**config.mk**
```make
export PLATFORM = sky130hd
export DESIGN_NAME = wb_result_fifo
export DESIGN_NICKNAME = d
export VERILOG_FILES = /design/src/rtl/wb_result_fifo_pkg.sv /design/src/rtl/wb_result_fifo.sv
export SDC_FILE = /design/constraint.sdc
export NUM_CORES = 1
export LEC_CHECK = 0
export ABC_AREA = 1
export CAP_MARGIN = 0
export CORE_MARGIN = 2
export CORE_UTILIZATION = 36
export DETAILED_ROUTE_END_ITERATION = 10
export SLEW_MARGIN = 20
export SYNTH_ARGS = -nofsm -noshare
export SYNTH_HDL_FRONTEND = slang
export SYNTH_SLANG_ARGS = --single-unit
export TNS_END_PERCENT = 10
```
**constraint.sdc**
```tcl
create_clock -name clk_i -period 2.6 [get_ports clk_i]
set_input_delay 0.26 -clock clk_i [delete_from_list [all_inputs] [get_ports clk_i]]
set_output_delay 0.26 -clock clk_i [all_outputs]
set_load 0.005 [all_outputs]
```
**src/rtl/wb_result_fifo_pkg.sv**
```systemverilog
// Shared writeback definitions.
//   XLEN    : architectural data width of a result
//   PREG_W  : physical register tag width
//   wb_pkt_t: tag + data pair carried from an FU to the CDB
package wb_result_fifo_pkg;

  localparam int unsigned XLEN   = 32;
  localparam int unsigned PREG_W = 6;

  typedef struct packed {
    logic [PREG_W-1:0] tag;
    logic [XLEN-1:0]   data;
  } wb_pkt_t;

endpackage

```
**src/rtl/wb_result_fifo.sv**
```systemverilog
// Per-FU writeback buffer between one functional unit and the CDB arbiter.
// Completed results queue here in order; the oldest is held on wb_* until the
// arbiter grants it.
//
// Ports:
//   clk_i         clock
//   rst_i         asynchronous active-high reset
//   flush_i       discard all buffered results
//   push_valid_i  FU presents a result
//   push_ready_o  buffer can accept a result this cycle
//   push_tag_i    destination physical register (0 = x0, dropped)
//   push_data_i   result value
//   wb_valid_o    head entry requests the CDB
//   wb_tag_o      head entry tag (0 when empty)
//   wb_data_o     head entry data (0 when empty)
//   grant_i       arbiter selected this buffer
//   count_o       number of occupied entries
module wb_result_fifo
  import wb_result_fifo_pkg::*;
#(
  parameter int unsigned XLEN_P = XLEN,
  parameter int unsigned DEPTH  = 4
) (
  input  logic                       clk_i,
  input  logic                       rst_i,
  input  logic                       flush_i,
  input  logic                       push_valid_i,
  output logic                       push_ready_o,
  input  logic [PREG_W-1:0]          push_tag_i,
  input  logic [XLEN_P-1:0]          push_data_i,
  output logic                       wb_valid_o,
  output logic [PREG_W-1:0]          wb_tag_o,
  output logic [XLEN_P-1:0]          wb_data_o,
  input  logic                       grant_i,
  output logic [$clog2(DEPTH+1)-1:0] count_o
);

  localparam int unsigned PtrW = $clog2(DEPTH);
  localparam int unsigned CntW = $clog2(DEPTH + 1);

  logic [PtrW-1:0]   head_q, head_d;
  logic [PtrW-1:0]   tail_q, tail_d;
  logic [CntW-1:0]   count_q, count_d;
  logic [PREG_W-1:0] tag_mem  [DEPTH];
  logic [XLEN_P-1:0] data_mem [DEPTH];

  logic push_acc;
  logic do_store;
  logic do_pop;

  // Ready depends only on registered occupancy, keeping grant_i off this path.
  assign push_ready_o = (count_q < CntW'(DEPTH));
  assign wb_valid_o   = (count_q != '0);
  assign count_o      = count_q;

  assign push_acc = push_valid_i && push_ready_o;
  // x0 results complete the handshake but are never written back.
  assign do_store = push_acc && (push_tag_i != '0);
  assign do_pop   = grant_i && wb_valid_o;

  assign wb_tag_o  = wb_valid_o ? tag_mem[head_q]  : '0;
  assign wb_data_o = wb_valid_o ? data_mem[head_q] : '0;

  always_comb begin
    head_d  = head_q;
    tail_d  = tail_q;
    count_d = count_q;
    if (flush_i) begin
      head_d  = '0;
      tail_d  = '0;
      count_d = '0;
    end else begin
      if (do_store) tail_d = tail_q + PtrW'(1);
      if (do_pop)   head_d = head_q + PtrW'(1);
      count_d = count_q + CntW'(do_store) - CntW'(do_pop);
    end
  end

  always_ff @(posedge clk_i or posedge rst_i) begin
    if (rst_i) begin
      head_q  <= '0;
      tail_q  <= '0;
      count_q <= '0;
    end else begin
      head_q  <= head_d;
      tail_q  <= tail_d;
      count_q <= count_d;
    end
  end

  // Entry storage carries no reset; validity is tracked by count_q alone.
  always_ff @(posedge clk_i) begin
    if (do_store && !flush_i) begin
      tag_mem[tail_q]  <= push_tag_i;
      data_mem[tail_q] <= push_data_i;
    end
  end

endmodule

```
==> results.md, run 1 <==
- Reg2reg end: count_o[2]
- RSZ-0062 raised after global routing: false
- Share of layout cells above drive strength 1: 9.164%
- Clock Latency Late Sink: between 0.4 and 0.5 ns
- Highest fanout seen on the critical path: 29
- Mean Syn Cell Area: roughly 12 µm²
- Crit path DAT: ~2.2 ns
- Setup CP Type: flop to output pin
- Die height: roughly 140 µm
- Ant. Diodes: 0
- H-tree levels: 4
- Worst min path class: input port to async pin
- Status: finished clean
- Largest net degree at the start of global routing: 41
- Initial DRC Count: around 270
- Slew margin rel.: 69.17%
- Final worst path period share: between 90% and 100%
- Pwr/cell area: 1007 nW/µm²
- Post-Synthesis Cell Area: between 6000 and 7000 µm²
- Via/cell ratio: approximately 4.8
- Total Routing Usage GR: between 10% and 20%
- FP Rows: between 40 and 50
- Critical Path Source Type: flop
- Final setup skew: ~0.0047 ns
- Fmax: 407.4 MHz
- Placer Congestion: around 0.72
- Area of the multi-input gates: between 1000 and 1500 µm²
- Final worst setup slack: approximately 0.15 ns
- Slew Limit Fails: 0
- PortBufs: 85
- Endpoints failing setup: 0
- FF/Latch Area: 4745 µm²
- Hold_ws: around 0.11 ns
- Maximum VDD drop: approximately 0.60 mV
- Yosys reg bits: 159
- Total Power: 8.248 mW
- CTS tree: yes
- Seq/Total Area, Yosys: between 70% and 80%
- Nets: roughly 660
- Syn-to-layout area delta: 27.47%
- IO Count: between 80 and 90
- Die area: about 19000 µm²
- DR DRC count: 0
- Reg clk slew, reported paths: ~0.060 ns
- Max Cap Violations: 0
- Fin crit period: 2.455 ns
- Die X: about 140 µm
- Initial antenna violation count: 0
- Worst-margin pin slew: 0.4612 ns
- Via count: between 4000 and 5000
- Drt pass-1 iters: 5
- LEAKAGE: roughly 2.8 nW
- Initial Utilization: 37.02%
- Grt ovf: 0
- Worst setup EP type: output pin
- Syn Nets: 566
- Filler cell count: approximately 1500
- Final WL: 13.87 mm
- Count of different cell masters after synthesis: 23
- Post-Place Cells: 814
- Setup WS pre-CTS: about 0.18 ns
- Ys Warns: 0
- Setup Total Neg Slack: 0 ns
- Post-route ant nets: 0
- CTS Buffer Depth: 2
- Vias in the first global route: approximately 4000
- Worst R2R Start: count_o[1]
- Placeable Area: between 15000 and 20000 µm²
- Final Hold Vio Count: 0
- Layout Cells excl Fill: 847
- Clock root cell: clkbuf_16
- Inserted Clock Buffers: 17
- Post-DP HPWL: about 8.6 mm
- Mapped Cells: 516
- Routed wire per std cell: 16.37 µm
- FF-to-FF path depth: 12
- First-pass GRT wire length: approximately 22 mm
- Reg2Reg Setup Slack: approximately 0.46 ns
- Clock sink count: about 160
- Worst EP required: between 2 and 2.5 ns
==> sequential cells by signal, summed over array words and instances (netlist names) <==
register and count:
data_mem 128, tag_mem 24, count_o 3, head_q 2, tail_q 2
==> layout by cell type, fill, tap and decap left out, types with 8 or more instances in the layout <==
cell type / count
nor2_1: 160
inv_1: 16
clkdlybuf4s50_1: 85
a21oi_1: 39
o21ai_1: 28
o21ai_0: 49
edfxtp_1: 152
buf_4: 12
nand2_1: 8
clkbuf_16: 17
nand3_1: 8
==> layer usage <==
metal	part of all wire, %	vias to the layer above	routed length (µm)	GRT usage [%]
li1	-	1989	-	-
met1	46	1954	6411	21.00
met2	46	104	6388	23.49
met3	6.3	14	872	4.489
met4	1.4	0	195	5.956
met5	0	-	0	0
==> cell type report <==
| cell class | instances | share of cell area [%] |
|---|---|---|
| clock buffers | 18 | 5.239 |
| clock inverters | 14 | 2.108 |
| inverters | 20 | 1.100 |
| multi-input cells | 307 | 17.32 |
| flip-flops and latches | 159 | 57.92 |
| well taps | 225 | 3.437 |
| repair buffers | 104 | 12.88 |
==> how the worst max path moves through the flow <==
stage                              from        endpoint  slack, ns  cells after the start
final                         head_q[0]    wb_data_o[2]       0.15                      5
after floorplan              count_o[2]  data_mem[0][0]      -0.22                      3
after detailed placement  push_tag_i[1]      count_o[2]       0.18                     12
after global routing         count_o[1]   wb_data_o[12]      0.002                      6
after CTS                    count_o[1]   wb_data_o[12]       0.03                      6
after global placement    push_tag_i[1]      count_o[2]       0.27                     11
==> synth_stat cells (all sizes together) <==
cell type	count	area share [%]
nand2	9	0.56
nand3	8	0.62
nor2	164	9.6
clkbuf	7	0.43
inv	19	1.1
edfxtp	152	71
dfrtp	7	2.7
fa	1	0.31
buf	23	3.0
o21ai	77	6.0
clkinv	1	0.058
a21oi	39	3.0
ha	6	1.2
nand4	2	0.19
xor2	1	0.14
==> through the flow <==
step	util, %	instance area [µm²]
floorplan	-	6426
global placement	43.53	7556
detailed placement	43.53	7556
CTS	47.09	8173
global route	47.20	8192
finish	47.20	8192
==> power breakdown <==
| part | switching [mW] | internal, mW |
|---|---|---|
| Sequential | 0.0858 | 2.98 |
| Clock | 0.930 | 1.59 |
| Combinational | 1.38 | 1.29 |
| Total | 2.40 | 5.85 |
==> repair_timing <==
item	CTS	global route
gates resized for setup	3	6
hold buffers	0	0
buffers inserted	1	0
pin swaps	0	2
endpoints found under the setup margin	25	37
==> cell families (layout without fill, tap and decap cells) <==
group,Yosys count,after routing,share of synthesized area [%]
and+or+nand+nor,183,183,10.96
DFF,159,159,73.75
AOI/OAI and AO/OA,116,116,9.034
buffers and inverters,50,156,4.634
adders and majority gates,7,7,1.480
xor gates and xnor gates,1,1,0.1363
==> critical path: stages (launching register included) <==
cell	delay (ns)
dfrtp_4	0.55
clkinv_8	0.15
buf_4	0.21
o21ai_0	0.11
a21oi_1	0.20
clkdlybuf4s50_1	0.54
Power figures use the tool's default switching activity.
==> run 2: changes to the inputs <==
--- a/config.mk
+++ b/config.mk
@@ -8,10 +8,9 @@
 export ABC_AREA = 1
 export CAP_MARGIN = 0
 export CORE_MARGIN = 2
-export CORE_UTILIZATION = 36
+export CORE_UTILIZATION = 35
 export DETAILED_ROUTE_END_ITERATION = 10
 export SLEW_MARGIN = 20
 export SYNTH_ARGS = -nofsm -noshare
 export SYNTH_HDL_FRONTEND = slang
 export SYNTH_SLANG_ARGS = --single-unit
-export TNS_END_PERCENT = 10
==> run 2 against run 1 <==
Effect of this change: first-iteration DRC count up 1.9%; non-clock buffer count down 1; critical endpoint is now wb_data_o[21]; power up 1.2%.
==> results.md, run 2 (synthesis results as in run 1) <==
- Setup CP Type: flop to output pin
- Sequential share of power: 36.9%
- Slew Limit Fails: 0
- Final WL: roughly 14 mm
- Share of layout cells above drive strength 1: about 8.9%
- Grt ovf: 0
- Placeable Area: between 15000 and 20000 µm²
- Total Routing Usage GR: approximately 15%
- Vias in the first global route: just over 4000
- Pwr/cell area: between 1000 and 1500 nW/µm²
- Net Switching: ~2.4 mW
- Routed wire per std cell: 15.91 µm
- FP Rows: 49
- Post-route cell area: a little over 8000 µm²
- Nets: around 660
- Final setup skew: about 0.0093 ns
- First-pass GRT wire length: approximately 22 mm
- Via/cell ratio: 4.808
- Clock share of power: between 30 and 40%
- Sw Share: ~28%
- Worst-margin pin slew: about 0.44 ns
- Via count: approximately 4000
- Status: finished clean
- Placed cell areas: 7571 µm²
- Die height: between 100 and 150 µm
- CTS Buffer Depth: 2
- Worst min path class: input port to async pin
- H-tree levels: 4
- Initial DRC Count: approximately 270
- Die area: approximately 20000 µm²
- Worst EP required: about 2.3 ns
- Initial Utilization: 35.77%
- Reg clk slew, reported paths: 0.06 ns
- Drt pass-1 iters: 4
- Fin crit period: around 2.5 ns
- Clock Latency Late Sink: between 0.4 and 0.5 ns
- Commonest non-fill, non-tap cells in the layout: nor2_1, edfxtp_1, clkdlybuf4s50_1
- Combinational share of power: ~32%
- DR DRC count: 0
- Total Power: between 8 and 9 mW
- FF-to-FF path depth: 11
- Inserted Clock Buffers: 17
- Clock root cell: clkbuf_16
- Post-route ant nets: 0
- Initial antenna violation count: 0
- Biggest register: data_mem
- Crit path DAT: around 2.2 ns
- Highest fanout seen on the critical path: 28
- Post-DP HPWL: ~8 mm
- Worst R2R Start: count_o[1]
- Max Cap Violations: 0
- Largest net degree at the start of global routing: 39
- Fmax: approximately 400 MHz
- CTS tree: yes
- Final worst path period share: 96.03%
- LEAKAGE: between 2 and 3 nW
- Final Hold Vio Count: 0
- Clock sink count: ~160
- Maximum VDD drop: ~0.84 mV
- Critical Path Source Type: flop
- Slew margin rel.: a little over two thirds
- Reg2reg end: count_o[2]
- Placer Congestion: around 0.74
- Int Pwr: approximately 6 mW
- Max reg flops: 128
- PortBufs: 85
- Syn-to-layout area delta: 28.25%
- Worst setup EP type: output pin
- Endpoints failing setup: 0
- IO Count: 86
- Ant. Diodes: 0
- Die X: between 100 and 150 µm
- Commonest non-fill, non-tap cell in the layout: nor2_1
- Reg2Reg Setup Slack: approximately 0.50 ns
-- run 2: cell count changes in the layout (fill, tap and decap cells not counted) --
| cell | previous run | this run |
|---|---|---|
| buf_4 | 12 | 9 |
| buf_12 | 4 | 6 |
| clkinv_2 | 6 | 4 |
| buf_6 | 3 | 2 |
| buf_8 | 0 | 1 |
| bufinv_16 | 4 | 5 |
| clkinv_8 | 1 | 0 |
| dfrtp_2 | 1 | 0 |
| dfrtp_4 | 1 | 2 |
| inv_1 | 16 | 17 |
| inv_4 | 1 | 0 |
| inv_6 | 0 | 1 |
| inv_8 | 0 | 1 |
-- run 2: how the worst max path moves through the flow --
stage,startpoint,end,slack [ns],cells past startpoint
after floorplan,count_o[2],data_mem[0][0],-0.22,3
final,head_q[0],wb_data_o[21],0.10,5
after global routing,head_q[0],wb_tag_o[2],-0.0006,6
after detailed placement,push_tag_i[1],count_o[2],0.24,12
after global placement,push_tag_i[1],count_o[2],0.25,11
after CTS,head_q[0],wb_data_o[21],-0.04,5
-- run 2: through the flow --
step	setup TNS [ns]	std cells	hold slack (ns)	worst slack, ns	util (%)
after floorplan	-32.99	516	0.06340	-0.2171	-
final	0	850	0.07539	0.1031	45.88
after CTS	-0.1537	848	0.06383	-0.03833	45.69
after detailed placement	0	816	0.5169	0.2404	42.15
after global placement	0	816	0.5140	0.2487	42.15
after global routing	-0.0006037	850	0.09750	-0.0006037	45.88
-- run 2: routing by layer --
metal | vias to the layer above | global-route usage, % | wire length (µm)
met1 | 1977 | 17.49 | 5841
li1 | 1989 | - | -
met2 | 106 | 24.61 | 6784
met4 | 0 | 5.369 | 146
met5 | - | 0 | 0
met3 | 15 | 4.680 | 752
-- run 2: worst max-delay path, stage by stage (launching register included) --
cell             delay, ns
dfrtp_4               0.56
inv_8                 0.18
buf_12                0.18
o21ai_0               0.10
a21oi_1               0.25
clkdlybuf4s50_1       0.55
-- run 2: final cells by class --
cell class / count / area (µm²)
multi-input combinational: 307 / 1419
inverter: 20 / 87.58
clock buffer: 18 / 429.2
tap: 229 / 286.5
timing repair buffer: 103 / 1076
fill: 1556 / 9722
sequential: 159 / 4747
clock inverter: 14 / 196.4
-- run 2: power by group through the flow --
stage               combinational (mW)  clock (mW)  sequential (mW)
finish                            2.67        2.60             3.08
global route                      2.98        2.75             3.10
CTS                               2.68        2.64             3.09
detailed placement                2.66           0             3.14
global placement                  2.64           0             3.13
floorplan                         1.34           0             3.08
-- run 2: timing repair --
item	in CTS	in global routing
gates cloned	0	0
setup endpoints to repair	38	37
hold buffers	0	0
setup buffers	0	2
gates resized for setup	4	6
